[config.mk]
export PLATFORM = sky130hd
export DESIGN_NAME = pipeline_deliver_queue
export DESIGN_NICKNAME = d
export VERILOG_FILES = /design/src/rtl/pipeline_deliver_queue.sv
export SDC_FILE = /design/constraint.sdc
export NUM_CORES = 1
export LEC_CHECK = 0
export CORE_MARGIN = 4
export CORE_UTILIZATION = 55
export DETAILED_ROUTE_END_ITERATION = 8
export PLACE_DENSITY_LB_ADDON = 0.08
export SLEW_MARGIN = 5
export SYNTH_ARGS = -nofsm -noshare
export SYNTH_HDL_FRONTEND = slang
export SYNTH_SLANG_ARGS = --single-unit
[constraint.sdc]
create_clock -name clk -period 8.65 [get_ports clk]
set_input_delay 1.73 -clock clk [delete_from_list [all_inputs] [get_ports clk]]
set_output_delay 1.73 -clock clk [all_outputs]
set_load 0.05 [all_outputs]
[src/rtl/pipeline_deliver_queue.sv]
// rtl/pipeline_deliver_queue.sv - elastic decode->ROB queue, DEPTH-entry circular buffer
// Optional zero-latency cut-through when empty: define IDQ_BYPASS_EN.
module pipeline_deliver_queue #(
  parameter int WIDTH              = 160,
  parameter int DEPTH              = 4,
  parameter int ALMOST_FULL_THRESH = DEPTH - 1
) (
  input  logic                       clk,
  input  logic                       rst,
  input  logic                       flush,
  input  logic                       in_valid,
  output logic                       in_ready,
  input  logic [WIDTH-1:0]           in_data,
  output logic                       out_valid,
  input  logic                       out_ready,
  output logic [WIDTH-1:0]           out_data,
  output logic [$clog2(DEPTH+1)-1:0] count,
  output logic                       empty,
  output logic                       full,
  output logic                       almost_full
);

  localparam int AW = $clog2(DEPTH);
  localparam int CW = $clog2(DEPTH + 1);

  logic [WIDTH-1:0] mem [DEPTH];
  logic [AW-1:0]    wr_ptr;
  logic [AW-1:0]    rd_ptr;
  logic [CW-1:0]    count_q;
  logic             bypass;
  logic             push;
  logic             pop;

  assign count       = count_q;
  assign empty       = (count_q == '0);
  assign full        = (count_q == CW'(DEPTH));
  assign almost_full = (count_q >= CW'(ALMOST_FULL_THRESH));

  // in_ready depends only on registered occupancy, never on out_ready.
  assign in_ready = !full;

`ifdef IDQ_BYPASS_EN
  assign bypass = empty && in_valid && out_ready && !flush;
`else
  assign bypass = 1'b0;
`endif

  assign push = in_valid && in_ready && !bypass;
  assign pop  = !empty && out_ready;

  assign out_valid = !empty || bypass;

  always_comb begin
    out_data = '0;
    if (bypass) begin
      out_data = in_data;
    end else if (!empty) begin
      out_data = mem[rd_ptr];
    end
  end

  // Storage is intentionally not reset; only pointers/count define validity.
  always_ff @(posedge clk) begin
    if (push && !flush) begin
      mem[wr_ptr] <= in_data;
    end
  end

  always_ff @(posedge clk or negedge rst) begin
    if (!rst) begin
      wr_ptr  <= '0;
      rd_ptr  <= '0;
      count_q <= '0;
    end else if (flush) begin
      wr_ptr  <= '0;
      rd_ptr  <= '0;
      count_q <= '0;
    end else begin
      if (push) begin
        wr_ptr <= wr_ptr + AW'(1);
      end
      if (pop) begin
        rd_ptr <= rd_ptr + AW'(1);
      end
      case ({push, pop})
        2'b10:   count_q <= count_q + CW'(1);
        2'b01:   count_q <= count_q - CW'(1);
        default: count_q <= count_q;
      endcase
    end
  end

endmodule

Yosys cells after proc, flatten, opt, wreduce, memory -nomap -nowiden --
Memory sizes are Yosys's and may differ from the RTL's. Index checks and enable logic that the tools add are counted.
Cells by class: equality and inequality tests 3, muxes and demuxes 9, reductions and logical operators 10, $add $sub $neg 4, $lt $le $gt $ge 1
Operator list (number):
- $mux 160 | 1
- $mux 2 | 4
- $pmux 3 s2 | 1
- $add 2x1->2 const B | 2
- $reduce_bool 2->1 | 2
- $add 3x1->3 const B | 1
- $eq 3x3->1 const B | 1
- $ge 3x2->1 const B | 1
- $logic_and 1x1->1 | 3
- $logic_not 1->1 | 3
- $logic_not 3->1 | 1
- $mux 3 | 1
- $reduce_bool 3->1 | 1
- $sub 3x1->3 const B | 1
- $eq 2x1->1 const B | 1
- $eq 2x2->1 const B | 1
- $mux 1 | 2
Storage, ports and cells: memories 1, output and inout bits 168, word-level logic and storage cells 31, RAM bits 640, register bits 7
Memory list:
- mem | words 4, width 160, rd ports 1, clocked after Yosys merged registers in 0, write ports 1, RTL line 26 | logic [WIDTH-1:0] mem [DEPTH];

Longest topological paths before layout --
Gate-level depths: netlist of run 1.
depth in word-level cells 6, depth in mapped cells 9, gate-level depth less buffers 7

Worst setup path before layout of run 1 --
OpenSTA, ideal clock, no wires.
path kind in2reg, start point in in_valid, end point mem mem[0][0] (enable), slack 2.140 ns, arrival 5.970 ns, path buffers 1, stages 4, path through clkbuf_1 > nand2_1 > nor2_1 > and2_1
On the way: longest elaborated chain between the ends 4
Ends and longest elaborated chain:
- start: declaration | RTL line 11 | input logic in_valid,
- $logic_and 1x1->1 | RTL line 48 | assign push = in_valid && in_ready && !bypass;
- $logic_and 1x1->1 | RTL line 64 | if (push && !flush) begin
- $mux 1 | RTL line 64
- $mux 1 (implied by the code) | RTL line 65 | mem[wr_ptr] <= in_data;
- end: declaration | RTL line 26
Every way passes these cells.

Worst setup path after layout of run 1 --
start point reg rd_ptr[0], end point out out_data[45]
On the way: longest elaborated chain between the ends 2
Ends and longest elaborated chain:
- start: declaration | RTL line 28 | logic [AW-1:0] rd_ptr;
- start signal: assignment | RTL line 83 | rd_ptr <= rd_ptr + AW'(1);
- $mem_v2 4x160
- $mux 160 | RTL line 57 | end else if (!empty) begin
- end: declaration | RTL line 16 | output logic [WIDTH-1:0] out_data,
Every way passes these cells.

==> impl_metrics.yaml, run 1 <==
status:
  status: "finished clean"
worst_hold_path:
  whs_endpoint: "wr_ptr[1]"
  hp-class: "reg -> reg"
  hold_depth: 2
  hp-start: "wr_ptr[1]"
clocking:
  root_buffer: "clkbuf_16"
  clk_path_buf_depth: 3
  ctsResizeCount: 0
  hold_buffers: 0
  clock-sinks: 647
  post_cts_buffers: 0
  clk_pin_slew_worst_paths_ns: 0.06
  numCtsBuffers: 66
  cts_tree: "yes"
  htree_levels: 3
  clk_latency_ns: 0.57
layout:
  final_nets: 1605
  layout.cells.most_common: "edfxtp_1"
  final_util: 0.692
  register_area_um2: 19400
  drive_gt1_frac: 0.181
  layout_common_cells: "edfxtp_1 (640), clkdlybuf4s50_1 (332), mux4_2 (160), and2_1 (160), clkbuf_16 (69)"
  area_delta_synth_final_pct: 24.2
  fillers: 2820
  multi_input_area_um2: 4960
sta:
  setup_tns_ns: 0
  rsz0062_at_grt: "no"
  skew_ns: 0.0108
  worstMarginPinSlew_ns: 0.961
  max_freq_mhz: 177
  hold_violations: 0
  slew_headroom: 0.359
  setup_viol: 0
  slew_violations: 0
  finalCriticalPeriod_ns: 5.64
  fin_crit_sh: 0.652
drt:
  drc: 0
  drtAntennaViolNets: 0
  first_pass_iters: 5
  via_per_inst: 5.59
  via_count: 11614
  wirelength_um: 49300
  post_drt_wl_per_cell_um: 23.7
  drtIter0Drc: 794
logic_synthesis:
  ys_types: 29
  syn_nets: 1253
  synth_area_um2: 24700
  ys_seq_elements: 647
  yosys_warnings: 0
  synth.top_cell.area_share: 0.779
  synth_seq_area_share: 0.786
  avgSynthCellArea_um2: 22.8
  synth_top_cell_by_area: "edfxtp_1"
  netlist_instances: 1083
  synthTopCellsByArea: "edfxtp_1 (78%), mux4_2 (15%), and2_1 (4.2%)"
flow_run:
  drv_cap: 0
grt:
  grt_pass1_wl_um: 74100
  grt_max_degree: 144
  grt_pass1_vias: 12282
  antenna_found_initial: 9
  track_usage: 0.206
  overflow: 0
power_and_ir_drop:
  cellLeakagePower_nw: 9.67
  power.share.combinational: 0.237
  p_int_mw: 5.92
  power_switching_mw: 2.38
  swShare: 0.287
  powerDensity_nw_per_um2: 271
  seq_power_share: 0.438
  irDropWorstVdd_mv: 0.217
  power.share.clock: 0.325
die:
  die_h_um: 220
  num_rows: 77
  pin_count: 333
  core-area_um2: 44300
  start_util: 0.557
  die_w_um: 220
  dieArea_um2: 48300
critical_path:
  crit_path_end_kind: "primary output"
  arrival_ns: 3.91
  timing.rr.start: "count[0]"
  cp_max_fo: 44
  worst-path-buf-inv: 2
  crit_path_start_kind: "flop"
  rrSetupSlack_ns: 5.39
  cp_top_family: "buffers and inverters"
  max_stage_delay_ns: 1.06
  crit_required_ns: 6.92
  r2r_cells: 8
  critical_path.cell_chain: "buf_4 -> mux4_2 -> and2_1 -> clkdlybuf4s50_1"
  criticalPathCategory: "reg -> out"
  r2r_end: "count[2]"
  slowest_stage: "dfrtp_4"
placement:
  dp_hpwl_um: 28200
  place.port_buffers: 332
  place_congestion: 0.747
[Yosys cell counts]
library cell  count
o21ai_0           2
or3b_2            1
o211ai_1          1
o221a_2           1
mux4_2          160
xor2_1            3
nand2b_1          2
buf_6            10
or4b_1            1
nor3b_1           1
edfxtp_1        640
dfrtp_1           7
nand3_1           4
nor2b_1           1
buf_2            22
nor2_1            8
clkbuf_1         26
inv_1             6
a21o_1            2
a2111oi_0         1
a31oi_1           2
or3_1             1
clkbuf_2          1
nand2_1           5
fa_1              1
ha_1              4
a21oi_1           5
xnor2_1           1
and2_1          164
[per-layer routing]
layer | track usage | vias to the layer above | part of all wire
met5 | 0 | - | 0.0016
met4 | 0.0584 | 10 | 0.022
met3 | 0.0816 | 87 | 0.089
met2 | 0.325 | 332 | 0.49
met1 | 0.271 | 6046 | 0.39
li1 | - | 5139 | -
[cell families (layout without fill, tap and decap cells)]
| logic type | count (synthesis) | count (layout) | synth area share |
|---|---|---|---|
| multiplexers | 160 | 160 | 0.146 |
| AO/OA/AOI/OAI | 14 | 14 | 0.00365 |
| flip-flops | 647 | 647 | 0.786 |
| XOR/XNOR | 4 | 4 | 0.00142 |
| other | 0 | 7 | 0 |
| AND/OR/NAND/NOR | 188 | 188 | 0.0464 |
| buffers and inverters | 65 | 461 | 0.0141 |
| adder cells (fa/ha/maj) | 5 | 5 | 0.00284 |
[registers in the layout, indices dropped and copies added (netlist names)]
signal and count:
mem 640, rd_ptr 2, wr_ptr 2, count 3
[final cells by class]
cell class	count	share of cell area
inverter	6	0.000735
sequential	647	0.633
tap	592	0.0242
antenna	7	0.000571
multi-input combinational	371	0.162
clock inverter	33	0.00935
timing repair buffer	343	0.113
clock buffer	79	0.0575
[power groups by stage]
stage          clock network, mW  registers [mW]  logic [mW]
3_3_place_gp                   0            3.70        1.98
4_1_cts                     2.77            3.64        1.99
6_report                    2.70            3.64        1.97
2_1_floorplan                  0            3.68        1.35
3_5_place_dp                   0            3.71        1.99
5_1_grt                     2.91            3.65        2.07
[worst register-to-register path: cells and delay by family (launching register included)]
family                   cells  cell delay, ns
AO/OA/AOI/OAI                2            0.34
flip-flops                   1            0.52
buffers and inverters        2            0.63
AND/OR/NAND/NOR              3            1.27
adder cells (fa/ha/maj)      1            0.43
[how the worst max path moves through the flow]
stage / start / end / slack, ns / depth (start not counted)
floorplan: in_valid / mem[0][0] / 2.14 / 4
global placement: rd_ptr[0] / out_data[151] / 3.48 / 4
detailed placement: rd_ptr[0] / out_data[66] / 3.49 / 4
CTS: rd_ptr[0] / out_data[61] / 2.84 / 4
global route: rd_ptr[0] / out_data[45] / 2.65 / 4
finish: rd_ptr[0] / out_data[45] / 3.01 / 4
[metrics by stage]
stage | hold WS [ns] | area (um2) | setup slack [ns] | total power, mW | instances
final | 0.588 | 30700 | 3.01 | 8.31 | 2078
after global routing | 0.611 | 30600 | 2.65 | 8.63 | 2073
after CTS | 0.588 | 30600 | 2.84 | 8.41 | 2071
after detailed placement | 0.580 | 28600 | 3.49 | 5.70 | 1959
after global placement | 0.560 | 28600 | 3.48 | 5.68 | 1959
after floorplan | 0.543 | 24700 | 2.14 | 5.03 | 1083
Note: power is estimated with default switching activity, not from simulation.
==> inputs of run 2 (changes only) <==
- CORE_UTILIZATION: 55 -> 49
- clock period: 8.65 -> 5.15 ns (I/O delays scaled with it)
==> run 2 against run 1 <==
  * Non-clock buffer count increased by 15
  * Combinational power rose by 71%
  * Cell area is 1.1% higher
  * Critical path depth did not move
  * Sequential power increased by 67%
  * Worst hold slack improved by 0.0051 ns
==> impl_metrics.yaml, run 2 (synthesis results as in run 1) <==
status:
  status: "finished clean"
sta:
  setup_tns_ns: 0
  setup_viol: 0
  rsz0062_at_grt: "no"
  skew_ns: 0.0231
  slew_violations: 0
  worstMarginPinSlew_ns: 0.809
  hold_violations: 0
  fin_crit_sh: 0.851
  fin_hold_ws_ns: 0.593
  setup_ws_ns: 0.769
  finalCriticalPeriod_ns: 4.38
  slew_headroom: 0.460
  max_freq_mhz: 228
drt:
  via_per_inst: 5.37
  drc: 0
  wirelength_um: 50600
  drtAntennaViolNets: 0
  via_count: 11654
  drtIter0Drc: 805
  first_pass_iters: 5
  post_drt_wl_per_cell_um: 23.3
critical_path:
  critical_path.cell_chain: "or3_4 -> buf_12 -> and2_1 -> clkdlybuf4s50_1"
  arrival_ns: 3.35
  crit_required_ns: 4.12
  crit_path_start_kind: "flop"
  crit_path_end_kind: "primary output"
  cp_max_fo: 96
  slowest_stage: "clkdlybuf4s50_1"
  max_stage_delay_ns: 0.92
  criticalPathCategory: "reg -> out"
clocking:
  clk_latency_ns: 0.59
  htree_levels: 3
  hold_buffers: 0
  clk_pin_slew_worst_paths_ns: 0.05
  numCtsBuffers: 69
  clk_path_buf_depth: 3
  ctsResizeCount: 0
  post_cts_buffers: 0
  cts_tree: "yes"
  root_buffer: "clkbuf_16"
  clock-sinks: 647
worst_hold_path:
  hp-class: "reg -> reg"
power_and_ir_drop:
  irDropWorstVdd_mv: 0.303
  power_switching_mw: 4.01
  p_int_mw: 9.96
  powerDensity_nw_per_um2: 451
  cellLeakagePower_nw: 9.77
  power.share.combinational: 0.240
  power.total_mw: 14.0
  seq_power_share: 0.436
  power.share.clock: 0.324
  swShare: 0.287
layout:
  fillers: 3466
  register_area_um2: 19400
  regMostFlops: "mem"
  area_delta_synth_final_pct: 25.6
  multi_input_area_um2: 4960
  drive_gt1_frac: 0.183
  largest_reg_flops: 640
  final_util: 0.628
  final_nets: 1623
  layout_common_cells: "edfxtp_1 (640), clkdlybuf4s50_1 (332), mux4_2 (160), and2_1 (160), clkbuf_16 (71)"
  layout.cells.most_common: "edfxtp_1"
grt:
  grt_max_degree: 97
  overflow: 0
  grt_pass1_wl_um: 76400
  grt_pass1_vias: 12177
  track_usage: 0.189
  antenna_found_initial: 10
placement:
  dp_slack_ns: 1.26
  place_congestion: 0.723
  place.port_buffers: 332
  dp_hpwl_um: 30600
flow_run:
  drv_cap: 0
die:
  die_h_um: 232
  core-area_um2: 49400
  die_w_um: 232
  pin_count: 333
  dieArea_um2: 54000
  num_rows: 81
  start_util: 0.500
==> run 2: final cells by class <==
cell class              count  share of cell area
repair buffers            358               0.120
clock buffers              89              0.0595
clock inverters            31             0.00674
flip-flops and latches    647               0.626
diodes                      4            0.000323
well taps                 664              0.0268
multi-input cells         371               0.160
inverters                   6            0.000727
==> run 2: power groups by stage <==
stage | Combinational [mW] | Sequential [mW] | Clock (mW)
final | 3.36 | 6.09 | 4.52
after global placement | 3.41 | 6.20 | 0
after floorplan | 2.27 | 6.17 | 0
after CTS | 3.43 | 6.10 | 4.66
after global routing | 3.54 | 6.11 | 4.89
after detailed placement | 3.42 | 6.21 | 0
==> run 2: critical path, delay by kind of cell (launching register included) <==
family                 cells  cell delay (ns)
buffers and inverters      2             1.31
AND/OR/NAND/NOR            2             0.84
flip-flops                 1             0.57
==> run 2: through the flow <==
stage,cell area [um2],std cells
after floorplan,24700,1083
after global placement,28900,2046
after detailed placement,28900,2046
after CTS,31000,2166
after global routing,31000,2166
final,31000,2170
==> run 2: metal layers <==
| layer | up-vias | track usage | wire, um |
|---|---|---|---|
| met3 | 91 | 0.0650 | 3860 |
| met5 | - | 0 | 90 |
| met1 | 6082 | 0.251 | 20300 |
| li1 | 5181 | - | - |
| met2 | 288 | 0.304 | 25200 |
| met4 | 12 | 0.0519 | 1150 |
==> run 2: path summary, 6_finish.rpt <==
check,start,end,slack [ns],cells past startpoint
worst max-delay path,count[1],out_data[86],0.77,4
worst min-delay path,wr_ptr[1],wr_ptr[1],0.59,2
worst max register to register,count[0],count[2],2.28,7
worst min register to register,wr_ptr[1],wr_ptr[1],0.59,2
max in group asynchronous,rst,rd_ptr[1],4.09,1
min in group asynchronous,rst,count[2],0.75,1
==> inputs of run 3 (changes only) <==
- ABC_AREA: default -> 1
- CORE_UTILIZATION: 49 -> 50
==> run 3 against run 2 <==
  * Global-route usage increased by 2.8 points
  * Fmax rose by 1.1%
  * Sequential share of layout area decreased by 0.49 points
  * Register-to-register slack improved by 0.14 ns
  * Cell count up 37%
  * Critical path depth rose by 1
  * Total power increased by 33%
==> impl_metrics.yaml, run 3 <==
power_and_ir_drop:
  irDropWorstVdd_mv: 0.465
  powerDensity_nw_per_um2: 594
  cellLeakagePower_nw: 10.4
drt:
  via_per_inst: 5.37
  drtAntennaViolNets: 0
  wirelength_um: 60200
  drc: 0
  via_count: 16007
  first_pass_iters: 7
  drtIter0Drc: 1202
  post_drt_wl_per_cell_um: 20.2
clocking:
  hold_buffers: 0
  clk_path_buf_depth: 3
  post_cts_buffers: 0
  root_buffer: "clkbuf_16"
  htree_levels: 3
  numCtsBuffers: 66
  clock-sinks: 647
  clk_latency_ns: 0.57
  clk_pin_slew_worst_paths_ns: 0.06
  cts_tree: "yes"
  ctsResizeCount: 0
sta:
  slew_headroom: 0.285
  setup_viol: 0
  fin_hold_ws_ns: 0.658
  fin_crit_sh: 0.841
  slew_violations: 0
  setup_ws_ns: 0.816
  setup_tns_ns: 0
  finalCriticalPeriod_ns: 4.33
  hold_violations: 0
  worstMarginPinSlew_ns: 1.07
  max_freq_mhz: 231
  rsz0062_at_grt: "no"
  skew_ns: 0.0110
critical_path:
  r2r_cells: 5
  max_stage_delay_ns: 0.87
  cp_top_family: "buffers and inverters"
  r2r_end: "mem[0][117]"
  timing.rr.start: "count[0]"
  rrSetupSlack_ns: 2.42
  arrival_ns: 3.30
  slowest_stage: "clkdlybuf4s50_1"
  worst-path-buf-inv: 3
  crit_required_ns: 4.12
  crit_path_start_kind: "flop"
  criticalPathCategory: "reg -> out"
  cp_max_fo: 103
  critical_path.cell_chain: "inv_8 -> buf_12 -> o21ai_1 -> a21oi_1 -> clkdlybuf4s50_1"
  crit_path_end_kind: "primary output"
die:
  die_h_um: 233
  dieArea_um2: 54100
  num_rows: 82
  start_util: 0.505
  pin_count: 333
  die_w_um: 233
  core-area_um2: 50000
layout:
  largest_reg_flops: 640
  stdcell_count: 2979
  layout.cells.most_common: "nor2_1"
  final_nets: 2424
  area_delta_synth_final_pct: 23.9
  regMostFlops: "mem"
  fillers: 3795
  final_util: 0.625
  drive_gt1_frac: 0.0526
  layout_common_cells: "nor2_1 (642), edfxtp_1 (640), clkdlybuf4s50_1 (332)"
logic_synthesis:
  avgSynthCellArea_um2: 12.9
  synth_edf_count: 640
  synth_most_common_cell: "nor2_1"
  synth.top_cell.area_share: 0.762
  ys_seq_elements: 647
  synth_seq_area_share: 0.769
  ys_types: 25
  synthArstFlopShare: 0.0108
  yosys_warnings: 0
  synthTopCellsByArea: "edfxtp_1 (76%), nor2_1 (9.6%), o21ai_1 (5.6%)"
  synth_area_um2: 25200
  syn_nets: 2125
  synth_common_cells: "nor2_1 (646), edfxtp_1 (640), o21ai_1 (281)"
  synthFlopType: "edfxtp_1"
  synth_top_cell_by_area: "edfxtp_1"
  netlist_instances: 1955
grt:
  grt_pass1_wl_um: 90800
  grt_max_degree: 176
  antenna_found_initial: 16
  track_usage: 0.217
  grt_pass1_vias: 15590
  overflow: 0
worst_hold_path:
  whs_endpoint: "wr_ptr[1]"
  hp-start: "wr_ptr[1]"
  hp-class: "reg -> reg"
  hold_depth: 2
placement:
  dp_slack_ns: 1.37
  place_congestion: 0.752
  dp_hpwl_um: 32700
  place.port_buffers: 332
  dp_cells: 2858
flow_run:
  drv_cap: 0
status:
  status: "finished clean"
-- run 3: cell types whose count changed in the layout (fill, tap and decap cells not counted), moves of 5 or more --
| cell | change |
|---|---|
| o21ai_1 | +281 |
| mux4_2 | -160 |
| and2_1 | -160 |
| nor2_4 | +5 |
| o21ai_0 | +40 |
| inv_1 | +6 |
| clkinv_1 | -7 |
| a21oi_1 | +157 |
| nand2_1 | +12 |
| nor2_1 | +634 |
-- run 3: layer usage --
layer  track usage  vias up  routed length, um
met5             0        -                114
met4        0.0693       16               1360
met3        0.0556      106               4380
met2         0.354      479              29100
met1         0.290     7829              25200
li1              -     7577                  -
-- run 3: cell type report --
cell class	count	area, um2	share of cell area
inverters	16	77.6	0.00248
well taps	672	841	0.0269
clock inverters	28	228	0.00729
flip-flops and latches	647	19400	0.621
multi-input cells	1167	5110	0.164
clock buffers	85	1830	0.0586
diodes	8	20.0	0.000641
repair buffers	356	3730	0.119
-- run 3: cells by family (layout without fill, tap and decap cells) --
| kind of cell | Yosys count | in the layout | synth area share |
|---|---|---|---|
| simple gates | 674 | 674 | 0.101 |
| flops | 647 | 647 | 0.769 |
| compound gates | 486 | 486 | 0.0966 |
| buf+inv | 141 | 485 | 0.0296 |
| fa+ha+maj | 5 | 5 | 0.00278 |
| xor+xnor | 2 | 2 | 0.000695 |
| other cells | 0 | 8 | 0 |
-- run 3: worst max path at each step --
| stage | start | end | cells past startpoint | slack (ns) |
|---|---|---|---|---|
| after floorplan | flush | mem[0][0] | 4 | -1.01 |
| after detailed placement | rd_ptr[0] | out_data[136] | 5 | 1.37 |
| after global routing | rd_ptr[0] | out_data[136] | 5 | 0.62 |
| after CTS | rd_ptr[0] | out_data[136] | 5 | 0.75 |
| after global placement | rd_ptr[0] | out_data[136] | 5 | 1.40 |
| final | rd_ptr[0] | out_data[136] | 5 | 0.82 |
-- run 3: worst min-delay path: cells and delay by family, from the launching register on --
family / cells / cell delay, ns
DFF: 1 / 0.40
AOI/OAI and AO/OA: 1 / 0.11
buffers and inverters: 1 / 0.10
-- run 3: where the power goes --
| part | switching [mW] | internal [mW] | leakage (nW) |
|---|---|---|---|
| Sequential | 0.0923 | 6.10 | 5.90 |
| Combinational | 5.59 | 2.23 | 3.50 |
| Clock | 1.86 | 2.69 | 1.00 |
| Total | 7.55 | 11.0 | 10.4 |
-- run 3: metrics by stage --
| step | cell area [um2] | power (mW) |
|---|---|---|
| 2_1_floorplan | 25200 | 11.5 |
| 3_3_place_gp | 29200 | 14.1 |
| 3_5_place_dp | 29200 | 14.1 |
| 4_1_cts | 31200 | 18.7 |
| 5_1_grt | 31200 | 19.3 |
| 6_report | 31200 | 18.6 |
